[config.mk]
export PLATFORM = sky130hd
export DESIGN_NAME = aes_axis_master_tx_flat
export DESIGN_NICKNAME = d
export VERILOG_FILES = /design/src/rtl/aes_axis_master_tx_pkg.sv /design/src/rtl/aes_axis_master_tx_if.sv /design/src/rtl/aes_axis_master_tx_blk_serializer.sv /design/src/rtl/aes_axis_master_tx.sv /design/src/flat_wrapper.sv
export SDC_FILE = /design/constraint.sdc
export NUM_CORES = 1
export LEC_CHECK = 0
export CELL_PAD_IN_SITES_DETAIL_PLACEMENT = 1
export CELL_PAD_IN_SITES_GLOBAL_PLACEMENT = 2
export CORE_MARGIN = 3
export CORE_UTILIZATION = 30
export CTS_BUF_LIST = sky130_fd_sc_hd__clkbuf_16
export DETAILED_ROUTE_END_ITERATION = 8
export PLACE_DENSITY = 0.85
export SLEW_MARGIN = 20
export SYNTH_ARGS = -nofsm -noshare
export SYNTH_HDL_FRONTEND = slang
export SYNTH_HIERARCHICAL = 1
export SYNTH_SLANG_ARGS = --single-unit
[constraint.sdc]
create_clock -name clk -period 2 [get_ports clk]
set_input_delay 0.2 -clock clk [delete_from_list [all_inputs] [get_ports clk]]
set_output_delay 0.2 -clock clk [all_outputs]
set_load 0.02 [all_outputs]
[src/rtl/aes_axis_master_tx_pkg.sv]
// Shared constants, state encoding and helpers for the AES output-FIFO-to-AXIS transmitter.
package aes_axis_master_tx_pkg;
    localparam int BLK_S         = 128;
    localparam int AXIS_W        = 32;
    localparam int WORDS_PER_BLK = 4;
    localparam int WIDX_W        = 2;

    typedef enum logic [1:0] {
        S_IDLE  = 2'd0,
        S_FETCH = 2'd1,
        S_SEND  = 2'd2,
        S_DONE  = 2'd3
    } tx_state_t;

    function automatic logic [31:0] bswap32(input logic [31:0] w);
        return {w[7:0], w[15:8], w[23:16], w[31:24]};
    endfunction
endpackage

[src/rtl/aes_axis_master_tx_if.sv]
// AXI-Stream bus bundle between the AES transmitter and the DMA S2MM port.
interface aes_axis_master_tx_if #(parameter int W = 32);
    logic [W-1:0] tdata;
    logic         tvalid;
    logic         tready;
    logic         tlast;

    modport master (output tdata, output tvalid, output tlast, input  tready);
    modport slave  (input  tdata, input  tvalid, input  tlast, output tready);
endinterface

[src/rtl/aes_axis_master_tx_blk_serializer.sv]
// Holds one 128-bit result block and presents it MSW-first, one 32-bit word per advance.
// AES_AXIS_TX_BSWAP_EN byte-reverses each word for little-endian hosts.
module aes_axis_master_tx_blk_serializer
    import aes_axis_master_tx_pkg::*;
#(
    parameter int W  = AXIS_W,
    parameter int BW = BLK_S
) (
    input  logic          clk,
    input  logic          reset,
    input  logic          i_load,
    input  logic [BW-1:0] i_blk,
    input  logic          i_adv,
    output logic [W-1:0]  o_word,
    output logic          o_last_word
);
    logic [BW-1:0]     r_shreg;
    logic [WIDX_W-1:0] r_idx;
    logic [W-1:0]      w_slice;

    // Shifting left keeps the current beat at the top, so no wide mux is needed.
    always_ff @(posedge clk) begin
        if (reset) begin
            r_shreg <= '0;
            r_idx   <= '0;
        end else if (i_load) begin
            r_shreg <= i_blk;
            r_idx   <= '0;
        end else if (i_adv) begin
            r_shreg <= r_shreg << W;
            r_idx   <= r_idx + 1'b1;
        end
    end

    assign w_slice     = r_shreg[BW-1 -: W];
    assign o_last_word = (r_idx == WIDX_W'(WORDS_PER_BLK - 1));

`ifdef AES_AXIS_TX_BSWAP_EN
    assign o_word = bswap32(w_slice);
`else
    assign o_word = w_slice;
`endif
endmodule

[src/rtl/aes_axis_master_tx.sv]
// Pops 128-bit AES result blocks from the output FIFO and streams them as 4 AXIS beats each.
// Optional build macro: AES_AXIS_TX_BSWAP_EN (byte-reverse every beat).
module aes_axis_master_tx
    import aes_axis_master_tx_pkg::*;
#(
    parameter int C_M_AXIS_TDATA_WIDTH = AXIS_W,
    parameter int OUT_FIFO_DATA_WIDTH  = BLK_S,
    parameter int BLK_CNT_WIDTH        = 16
) (
    input  logic                           clk,
    input  logic                           reset,
    input  logic                           job_start,
    input  logic [BLK_CNT_WIDTH-1:0]       job_blocks,
    input  logic                           out_fifo_read_tvalid,
    output logic                           out_fifo_read_tready,
    input  logic [OUT_FIFO_DATA_WIDTH-1:0] out_fifo_data,
    aes_axis_master_tx_if.master           m_axis,
    output logic                           stream_done,
    output logic                           busy
);
    tx_state_t                         r_state, w_next;
    logic [BLK_CNT_WIDTH-1:0]          r_remaining;
    logic                              w_pop, w_beat, w_last_word;
    logic [C_M_AXIS_TDATA_WIDTH-1:0]   w_word;

    assign w_pop  = (r_state == S_FETCH) && out_fifo_read_tvalid;
    assign w_beat = (r_state == S_SEND) && m_axis.tready;

    aes_axis_master_tx_blk_serializer #(
        .W  (C_M_AXIS_TDATA_WIDTH),
        .BW (OUT_FIFO_DATA_WIDTH)
    ) u_ser (
        .clk         (clk),
        .reset       (reset),
        .i_load      (w_pop),
        .i_blk       (out_fifo_data),
        .i_adv       (w_beat),
        .o_word      (w_word),
        .o_last_word (w_last_word)
    );

    always_ff @(posedge clk) begin
        if (reset) begin
            r_state     <= S_IDLE;
            r_remaining <= '0;
        end else begin
            r_state <= w_next;
            if (r_state == S_IDLE && job_start)
                r_remaining <= job_blocks;
            else if (w_beat && w_last_word)
                r_remaining <= r_remaining - 1'b1;
        end
    end

    always_comb begin
        w_next = r_state;
        case (r_state)
            S_IDLE:  if (job_start) w_next = (job_blocks != '0) ? S_FETCH : S_DONE;
            S_FETCH: if (w_pop) w_next = S_SEND;
            // remaining==1 here means the decrement on this beat reaches zero
            S_SEND:  if (w_beat && w_last_word)
                         w_next = (r_remaining == BLK_CNT_WIDTH'(1)) ? S_DONE : S_FETCH;
            S_DONE:  w_next = S_IDLE;
            default: w_next = S_IDLE;
        endcase
    end

    assign out_fifo_read_tready = (r_state == S_FETCH);
    assign m_axis.tvalid        = (r_state == S_SEND);
    assign m_axis.tdata         = (r_state == S_SEND) ? w_word : '0;
    assign m_axis.tlast         = (r_state == S_SEND) && w_last_word &&
                                  (r_remaining == BLK_CNT_WIDTH'(1));
    assign stream_done          = (r_state == S_DONE);
    assign busy                 = (r_state != S_IDLE);
endmodule

[src/flat_wrapper.sv]
// flat-port wrapper written by rule: the top's interface ports become plain ports
module aes_axis_master_tx_flat import aes_axis_master_tx_pkg::*;
#(
    parameter int C_M_AXIS_TDATA_WIDTH = AXIS_W,
    parameter int OUT_FIFO_DATA_WIDTH  = BLK_S,
    parameter int BLK_CNT_WIDTH        = 16
)
  (clk, reset, job_start, job_blocks, out_fifo_read_tvalid, out_fifo_read_tready, out_fifo_data, stream_done, busy, m_axis_tdata, m_axis_tvalid, m_axis_tlast, m_axis_tready);
  aes_axis_master_tx_if #(.W(32)) m_axis_i ();
  input  logic clk;
  input  logic reset;
  input  logic job_start;
  input  logic [BLK_CNT_WIDTH-1:0] job_blocks;
  input  logic out_fifo_read_tvalid;
  output logic out_fifo_read_tready;
  input  logic [OUT_FIFO_DATA_WIDTH-1:0] out_fifo_data;
  output logic stream_done;
  output logic busy;
  output wire logic [$bits(m_axis_i.tdata)-1:0] m_axis_tdata;
  output wire logic [$bits(m_axis_i.tvalid)-1:0] m_axis_tvalid;
  output wire logic [$bits(m_axis_i.tlast)-1:0] m_axis_tlast;
  input wire logic [$bits(m_axis_i.tready)-1:0] m_axis_tready;
  assign m_axis_tdata = m_axis_i.tdata;
  assign m_axis_tvalid = m_axis_i.tvalid;
  assign m_axis_tlast = m_axis_i.tlast;
  assign m_axis_i.tready = m_axis_tready;
  aes_axis_master_tx #(.C_M_AXIS_TDATA_WIDTH(C_M_AXIS_TDATA_WIDTH), .OUT_FIFO_DATA_WIDTH(OUT_FIFO_DATA_WIDTH), .BLK_CNT_WIDTH(BLK_CNT_WIDTH)) u_core (.clk(clk), .reset(reset), .job_start(job_start), .job_blocks(job_blocks), .out_fifo_read_tvalid(out_fifo_read_tvalid), .out_fifo_read_tready(out_fifo_read_tready), .out_fifo_data(out_fifo_data), .m_axis(m_axis_i), .stream_done(stream_done), .busy(busy));
endmodule
==> metrics.md <==
| Metric | Value |
|---|---|
| Status | complete, no violations |
| Initial antenna violation count | 5 |
| Worst Path Required | 1800 ps |
| Worst-Skew Late Latency | 420 ps |
| Crit-path max FO | 10 |
| Synth Flop Type | dfxtp_1 |
| Relative slew margins | 64.7% |
| CTS tree | built |
| Psw | 1.98 mW |
| Hold Crit Class | in2reg |
| M1 GR Usage | 21.6% |
| Clock Tree Root | clkbuf_16 |
| Port buffer count | 185 |
| Syn. warnings | 6 |
| Finished Layout Cells | 1260 |
| Worst-margin pin slew | 530 ps |
| DR vias | 6163 |
| Cells on worst reg2reg path | 6 |
| DIE AREA | 26700 µm² |
| Cells after DPL | 1226 |
| RSZ-0062 raised after global routing | false |
| Antenna viol nets, final | 0 |
| Most frequent cells after synthesis | dfxtp_1 (148), mux2i_1 (99), nor2b_1 (98), a211oi_1 (97) |
| Mapped cell area | 7430 µm² |
| Max incr delay on CP | 340 ps |
| H-tree depth | 4 |
| Vias in the first global route | 6445 |
| Switching share of power | 25.1% |
| Area growth syn-to-layout | 35.5% |
| Starting DRT DRC Count | 325 |
| Worst path buffer plus inverter count | 2 |
| Worst endpoint data arrival time | 1700 ps |
| Power share of the combinational group | 16.2% |
| DR pass1 iterations | 4 |
| Mapped Cells | 788 |
| Avg Cell Area, Syn | 9.43 µm² |
| Layout Skew | 10.5 ps |
| Seq pwr share | 41.3% |
| GR Layer Usage met2 | 25.8% |
| Largest net degree at the start of global routing | 77 |
| Max IR drop VDD | 0.393 mV |
| Overflow after GRT | 0 |
| Wirelength, routed | 22300 µm |
| Number of max-cap violations | 0 |
| Min-delay src | reset |
| Tmin final | 1900 ps |
| Most used routing layer | met2 |
| R2R Path End | u_core/u_ser/r_shreg[91] |
| Routability Congestion | 0.835 |
| Setup TNS | 0 ps |
| Layout cells sized above 1 | 9.15% |
| IO Count | 186 |
| Int Pwr | 5.90 mW |
| Top-count cell post-synth | dfxtp_1 |
| Longest Clk Path Bufs | 2 |
| Chip Height | 163 µm |
| PwrDens | 783 nW/µm² |
| Hold WS | 259 ps |
| FF-to-FF Start | u_core/r_state[1] |
| Row count | 56 |
| Final count of pins violating max slew | 0 |
| Post-DP HPWL | 15600 µm |
| Clock share of power | 42.4% |
| Worst Hold Path Cells | 2 |
| CTS Buf Count | 17 |
| Peak Freq | 0.526 GHz |
| Vias per cell | 4.89 |
| Static leakage | 3.54 nW |
| Die width | 163 µm |
| Setup CP Type | reg2out |
| Ys async rst share | 0% |
| Sinks on the clock net | 148 |
| Met3 GRT Util | 5.71% |
| Synth Register Bits | 148 |
| Final hold viol count | 0 |
| Setup violations, final | 0 |
| Post-synth top area share | 39.9% |
| # nets final | 1079 |
| Startpoint types | register |
| Critical path's slowest cell | dfxtp_1 |
| Synth area leaders | dfxtp_1 (40%), mux2i_1 (13%), a211oi_1 (9.8%) |
| DRC viols | 0 |
| Net count after synthesis | 940 |
| Cell Chain, Critical Path | nor2b_4 > buf_4 > and2_1 > clkdlybuf4s15_1 |
| Worst-path clk slew | 60 ps |
| Core Region | 23900 µm² |
| Initial Util | 31.1% |
| Biggest area consumer among synthesized cells | dfxtp_1 |
| Post-synth EDFFs | 0 |
| Global Route Usage Sum | 16.3% |
| Post-CTS Hold Buffers | 0 |
| Crit path max-delay family | buffers and inverters |
| First-pass GRT wire length | 34700 µm |
| Routed WL per cell | 17.7 µm |
| Synth cell types | 48 |
| Flop2flop setup slack | 170 ps |
| Final worst path period share | 95.0% |
| Worst-case hold path end point | u_core/r_remaining[1] |
| CP Capture Type | primary output |
| Seq/Total Area, Yosys | 39.9% |
==> worst max-delay path by stage <==
stage	start	end	slack [ps]	cells after the start
2_1_floorplan	u_core/r_state[0]	u_core/u_ser/r_shreg[113]	170	7
3_3_place_gp	u_core/r_remaining[7]	m_axis_tlast	80	5
3_5_place_dp	u_core/r_remaining[7]	m_axis_tlast	50	5
4_1_cts	u_core/r_state[1]	m_axis_tlast	1	6
5_1_grt	u_core/r_state[1]	m_axis_tdata[4]	10	4
6_report	u_core/r_state[1]	m_axis_tdata[1]	100	4
==> layer usage <==
metal	routed length [µm]	part of all wire (%)	up-vias
li1	-	-	3069
met1	10300	46	2918
met2	10200	46	143
met3	1550	7.0	23
met4	181	0.81	10
met5	46	0.21	-
==> worst register-to-register path: stages, from the launching register on <==
cell and delay, ps:
dfxtp_1 340, nor2b_4 230, buf_4 170, and2_4 220, buf_4 360, mux2i_1 140
a211oi_1 280
==> area by class of cell <==
cell class                      instances  area, µm²
Clock inverter                         15        189
Antenna cell                            1       2.50
Multi-Input combinational cell        536       3880
Sequential cell                       148       2960
Inverter                                3       12.5
Clock buffer                           17        425
Tap cell                              319        399
Fill cell                            2706      13800
Timing Repair Buffer                  221       2190
==> power groups by stage <==
stage          Combinational (mW)  Clock (mW)  Sequential, mW
4_1_cts                      1.29        3.43            3.26
5_1_grt                      1.39        3.57            3.28
3_5_place_dp                 1.28           0            3.32
3_3_place_gp                 1.26           0            3.31
6_report                     1.28        3.35            3.26
2_1_floorplan               0.743           0            3.29
==> timing repair <==
action / in CTS / in global routing
resized for setup: 39 / 6
pin swaps: 0 / 0
setup endpoints to repair: 35 / 5
buffers inserted: 1 / 0
==> cells by family after synthesis <==
family / after synthesis / synth area share [%]
adders and majority gates: 3 / 0.505
DFF: 148 / 39.9
AOI/OAI and AO/OA: 167 / 15.5
xor gates and xnor gates: 1 / 0.118
buffers and inverters: 104 / 8.32
and+or+nand+nor: 266 / 22.4
muxes: 99 / 13.3
==> sequential cells by signal, indices dropped and copies added (netlist names) <==
| signal | cells |
|---|---|
| u_core/u_ser/r_idx | 2 |
| u_core/r_remaining | 16 |
| u_core/r_state | 2 |
| u_core/u_ser/r_shreg | 128 |
==> cells in the final DEF, fill, tap and decap left out, drive strengths merged, types with 4 or more instances in the layout <==
cell type / Yosys / final
bufinv: 0 / 4
or3b: 32 / 32
nand2: 41 / 41
nor2b: 98 / 98
nor2: 17 / 17
clkdlybuf4s50: 0 / 148
clkinv: 0 / 9
a31oi: 5 / 5
nand3: 4 / 4
buf: 58 / 38
a22oi: 4 / 4
dlygate4sd2: 0 / 32
a211oi: 97 / 97
a21oi: 43 / 43
and2: 39 / 39
inv: 3 / 4
mux2i: 99 / 99
nor3: 6 / 6
dfxtp: 148 / 148
clkbuf: 43 / 17
nand4: 6 / 6
nor4: 8 / 8
==> through the flow <==
stage               power, mW  util (%)  setup slack, ps  cell area, µm²
floorplan                4.04         -              174            7430
global placement         4.57      39.6             84.9            9460
detailed placement       4.60      39.6             49.8            9460
CTS                      7.98      42.1             1.24           10100
global route             8.24      42.1             10.0           10100
finish                   7.88      42.1              100           10100
No activity file was read; power rests on OpenSTA's default activity.
